File: src/rtl/fetch_issue_unit.sv
// Fetch/issue front end: drives a synchronous instruction memory and issues one word per
// advancing cycle into a three-deep COMMAND window, with branch squash, stall and halt handling.
module fetch_issue_unit #(
    parameter logic [15:0] NOP_WORD = 16'hC0E0,
    parameter logic [3:0]  HLT_FUNC = 4'b1111
) (
    input  logic        clk,
    input  logic        rst,
    output logic [15:0] imem_addr,
    input  logic [15:0] imem_data,
    input  logic        stall,
    input  logic        PC_load,
    input  logic [15:0] branch_target,
    output logic [15:0] COMMAND,
    output logic [15:0] BeforeCOMMAND,
    output logic [15:0] TwoBeforeCOMMAND,
    output logic [15:0] cmd_pc,
    output logic        cmd_valid,
    output logic        halted
);

    typedef enum logic [1:0] {FILL, RUN, HALT} state_t;

    state_t      state, n_state;
    logic [15:0] pc, n_pc;
    logic [15:0] fetch_pc, n_fetch_pc;
    logic [15:0] n_command, n_before, n_two_before, n_cmd_pc;
    logic        n_cmd_valid, n_halted;
    // The memory keeps reading pc during a stall, so the word that was in flight is parked here.
    logic [15:0] held_data, n_held_data;
    logic        held_valid, n_held_valid;
    logic [15:0] fetch_word;
    logic        is_hlt;

    assign imem_addr  = pc;
    assign fetch_word = held_valid ? held_data : imem_data;
    assign is_hlt     = (fetch_word[15:14] == 2'b11) && (fetch_word[7:4] == HLT_FUNC);

    always_ff @(posedge clk or posedge rst) begin
        if (rst) begin
            state            <= FILL;
            pc               <= 16'h0000;
            fetch_pc         <= 16'h0000;
            COMMAND          <= NOP_WORD;
            BeforeCOMMAND    <= NOP_WORD;
            TwoBeforeCOMMAND <= NOP_WORD;
            cmd_pc           <= 16'h0000;
            cmd_valid        <= 1'b0;
            halted           <= 1'b0;
            held_data        <= 16'h0000;
            held_valid       <= 1'b0;
        end else begin
            state            <= n_state;
            pc               <= n_pc;
            fetch_pc         <= n_fetch_pc;
            COMMAND          <= n_command;
            BeforeCOMMAND    <= n_before;
            TwoBeforeCOMMAND <= n_two_before;
            cmd_pc           <= n_cmd_pc;
            cmd_valid        <= n_cmd_valid;
            halted           <= n_halted;
            held_data        <= n_held_data;
            held_valid       <= n_held_valid;
        end
    end

    always_comb begin
        n_state      = state;
        n_pc         = pc;
        n_fetch_pc   = fetch_pc;
        n_command    = COMMAND;
        n_before     = BeforeCOMMAND;
        n_two_before = TwoBeforeCOMMAND;
        n_cmd_pc     = cmd_pc;
        n_cmd_valid  = cmd_valid;
        n_halted     = halted;
        n_held_data  = held_data;
        n_held_valid = held_valid;

        if (state == HALT) begin
            // Frozen fetch; the window keeps draining so the HLT shifts out behind bubbles.
            n_two_before = BeforeCOMMAND;
            n_before     = COMMAND;
            n_command    = NOP_WORD;
            n_cmd_valid  = 1'b0;
            n_halted     = 1'b1;
        end else if (!stall) begin
            n_two_before = BeforeCOMMAND;
            n_before     = COMMAND;
            n_fetch_pc   = pc;
            n_held_valid = 1'b0;
            if (PC_load) begin
                n_pc        = branch_target;
                n_command   = NOP_WORD;
                n_cmd_valid = 1'b0;
                n_cmd_pc    = 16'h0000;
                n_state     = FILL;
            end else if (state == FILL) begin
                n_pc        = pc + 16'h0001;
                n_command   = NOP_WORD;
                n_cmd_valid = 1'b0;
                n_cmd_pc    = 16'h0000;
                n_state     = RUN;
            end else begin
                n_command   = fetch_word;
                n_cmd_valid = 1'b1;
                n_cmd_pc    = fetch_pc;
                if (is_hlt) begin
                    n_state = HALT;
                end else begin
                    n_pc = pc + 16'h0001;
                end
            end
        end else if (!held_valid) begin
            n_held_data  = imem_data;
            n_held_valid = 1'b1;
        end
    end

endmodule
File: config.mk
export PLATFORM = sky130hd
export DESIGN_NAME = fetch_issue_unit
export DESIGN_NICKNAME = d
export VERILOG_FILES = /design/src/rtl/fetch_issue_unit.sv
export SDC_FILE = /design/constraint.sdc
export NUM_CORES = 1
export LEC_CHECK = 0
export CORE_ASPECT_RATIO = 1.5
export CORE_UTILIZATION = 40
export DETAILED_ROUTE_END_ITERATION = 8
export GPL_TIMING_DRIVEN = 1
export PLACE_DENSITY = 0.73
export SYNTH_ARGS = -nofsm -noshare
export SYNTH_HDL_FRONTEND = slang
export SYNTH_SLANG_ARGS = --single-unit
File: constraint.sdc
create_clock -name clk -period 3.6 [get_ports clk]
set_input_delay 0.72 -clock clk [delete_from_list [all_inputs] [get_ports clk]]
set_output_delay 0.72 -clock clk [all_outputs]
set_load 0.005 [all_outputs]
==> reports/metrics.yaml <==
status:
  status: "finished clean"
route:
  vias: 4002
  dr.first_iter.drc_count: 170
  drc_errors: 0
  ant_nets: 0
  routedWlPerCell_um: 15.9
  drt_wl_total_um: 12400
  firstDrtPassIters: 5
  vias_per_cell: 5.11
pwr:
  p_per_area_mw_per_mm2: 579
  p_leak_nw: 3.18
  p_int_mw: 2.96
  power_switching_share_pct: 27.1
  vdd_drop_max_uv: 384
  pwr-share-comb_pct: 17.1
  pwr-share-seq_pct: 41.6
  p_clk_share_pct: 41.3
  power.total_mw: 4.06
  power_switching_mw: 1.10
die:
  die_y_um: 141
  core-area_mm2: 0.0125
  die_w_um: 94.5
  dieArea_mm2: 0.0133
  initial_utilization_pct: 41.0
  rows: 50
  io_pins: 118
hold_path:
  min-delay-path-class: "reg2reg"
  hold_depth: 2
synthesis:
  synthTopCellsByArea: "dfrtp_1 (50%), nand2_1 (12%), dfstp_2 (7.7%), mux2i_1 (3.9%), mux2_4 (2.9%)"
  ys.flop_type: "dfrtp_1"
  yosys.area_share.adder_pct: 0.244
  ys_ff_latch: 117
  ys_types: 48
  synth.net_count: 536
  synth_xor_area_share_pct: 0
  synthArstFlopShare_pct: 100
  synth_compound_area_share_pct: 12.4
  synth_top_family_by_area: "simple AND/OR/NAND/NOR gates"
  avgSynthCellArea_um2: 10.3
  synthCells: 499
  synth-simple-area-share_pct: 18.3
  yosys-mux-area-fraction_pct: 8.15
  synth_most_common_cell: "nand2_1"
  synth_top_cell_by_area: "dfrtp_1"
  synth_top_area_share_pct: 49.8
  mappedNetlistArea_mm2: 0.00513
  synth-seq-area-share_pct: 57.5
  ys_warn_count: 0
  synth_edf_count: 0
  ys_top_cells_by_count: "nand2_1 (163), dfrtp_1 (102), a21oi_1 (22), mux2i_1 (20)"
worst_setup_path:
  end_kind: "register"
  crit_path_cell_trace: "clkdlybuf4s50_1 -> nor2b_1 -> a32oi_4 -> a211oi_4 -> nor2_2 -> o221a_1"
  slowest_delay_ps: 650
  cp_max_fo: 15
  worst-r2r-cell-count: 5
  critPathRequiredTime_ps: 3900
  setup.worst_path.start_class: "input port"
  worstPathArrival_ps: 2690
  crit_type: "in2reg"
  crit_slowest_cell: "a211oi_4"
sta:
  tns_ps: 0
  fin_crit_ps: 2400
  holdWs_ps: 452
  clock_skew_ps: 9.33
  min_period_over_period_pct: 66.6
  final-setup-viol-count: 0
  hold_viol_final: 0
  slew_headroom_pct: 53.0
  slew_violations: 0
  worst_pin_slew_ps: 702
  rsz0062_at_grt: "false"
  fmax_mhz: 417
grt:
  antenna_found_initial: 1
  grt_use_total_pct: 20.0
  grt_pass1_wl_um: 20500
  grt_overflow: 0
  grt_max_degree: 118
  grt_pass1_vias: 4065
layout:
  drive_gt1_share_pct: 13.4
  stdcell_count: 783
  layout.nets: 650
  syn_to_final_growth_pct: 36.7
clock_tree:
  htree_num_levels: 4
  clock_path_buffers: 2
  hold_buffers: 0
  cts_resized: 0
  root_buffer: "clkbuf_16"
  post-cts-setup-buffer-count: 0
  cts_buffers: 17
  worst_skew_pair.late_latency_ps: 410
  cts_tree: "done"
  cts.sinks: 117
  clk_pin_slew_ps: 60
placement:
  place.gp.congestion: 0.806
  dp_cells: 750
  dp_hpwl_um: 8330
  portBuffers: 117
job:
  cap_violations: 0
==> stage by stage <==
stage          area [um2]  utilization, %  setup slack (ps)
2_1_floorplan        5130               -              1460
4_1_cts              7010            56.0              1200
3_3_place_gp         6420            51.3               841
3_5_place_dp         6420            51.3               809
5_1_grt              7010            56.0              1060
6_report             7010            56.0              1200
==> final timing paths <==
kind,to,start,slack [ps]
max,imem_addr[15]$_DFFE_PP0P_,imem_data[6],1200
min,TwoBeforeCOMMAND[14]$_DFFE_PP1N_,TwoBeforeCOMMAND[14]$_DFFE_PP1N_,450
max reg2reg,imem_addr[15]$_DFFE_PP0P_,held_valid$_DFFE_PP0N_,1350
min reg2reg,TwoBeforeCOMMAND[14]$_DFFE_PP1N_,TwoBeforeCOMMAND[14]$_DFFE_PP1N_,450
max in group asynchronous,held_data[12]$_DFFE_PP0P_,rst,2300
min in group asynchronous,cmd_pc[3]$_DFFE_PP0P_,rst,830
==> cells in the final DEF, fill, tap and decap left out, types with 7 or more instances in the layout <==
| master | n |
|---|---|
| a21oi_1 | 22 |
| a22o_1 | 16 |
| buf_4 | 7 |
| clkbuf_16 | 17 |
| clkdlybuf4s50_1 | 117 |
| dfrtp_1 | 102 |
| dfstp_2 | 15 |
| mux2_4 | 10 |
| mux2i_1 | 20 |
| nand2_1 | 163 |
| nor2_1 | 10 |
| o21ai_0 | 16 |
| o21ai_1 | 16 |
==> sequential cells by signal, summed over array words and instances, names as in the netlist <==
signal / count
halted: 1
fetch_pc: 16
imem_addr: 16
TwoBeforeCOMMAND: 16
held_valid: 1
cmd_valid: 1
held_data: 16
cmd_pc: 16
state: 2
COMMAND: 16
BeforeCOMMAND: 16
==> power by group through the flow <==
stage / sequential [mW] / combinational [mW] / clock, mW
3_3_place_gp: 1.70 / 0.682 / 0
6_report: 1.69 / 0.693 / 1.68
2_1_floorplan: 1.67 / 0.335 / 0
5_1_grt: 1.72 / 0.766 / 1.75
4_1_cts: 1.69 / 0.704 / 1.70
3_5_place_dp: 1.71 / 0.698 / 0
==> worst max-delay path: cells and delay by family <==
kind | cells | cell delay, ps
compound gates | 3 | 1040
buf+inv | 1 | 480
simple gates | 2 | 430
==> kinds of logic (layout without fill, tap and decap cells) <==
logic type / Yosys count / count (layout)
flip-flops: 117 / 117
other: 0 / 1
AO/OA/AOI/OAI: 95 / 95
multiplexers: 36 / 36
buffers and inverters: 35 / 162
AND/OR/NAND/NOR: 215 / 215
adder cells (fa/ha/maj): 1 / 1
==> metal layers <==
metal | track usage [%] | share of wire, % | vias up
li1 | - | - | 1936
met1 | 23.5 | 41 | 1948
met2 | 35.0 | 54 | 103
met3 | 3.72 | 3.8 | 15
met4 | 8.37 | 1.9 | 0
met5 | 0 | 0 | -
==> layout make-up <==
cell class	count	area [um2]
Multi-Input combinational cell	347	2010
Antenna cell	1	2.50
Inverter	5	23.8
Sequential cell	117	2950
Timing Repair Buffer	125	1240
Fill cell	1112	5500
Clock buffer	17	425
Tap cell	156	195
Clock inverter	15	166
Note: power is estimated with default switching activity, not from simulation.
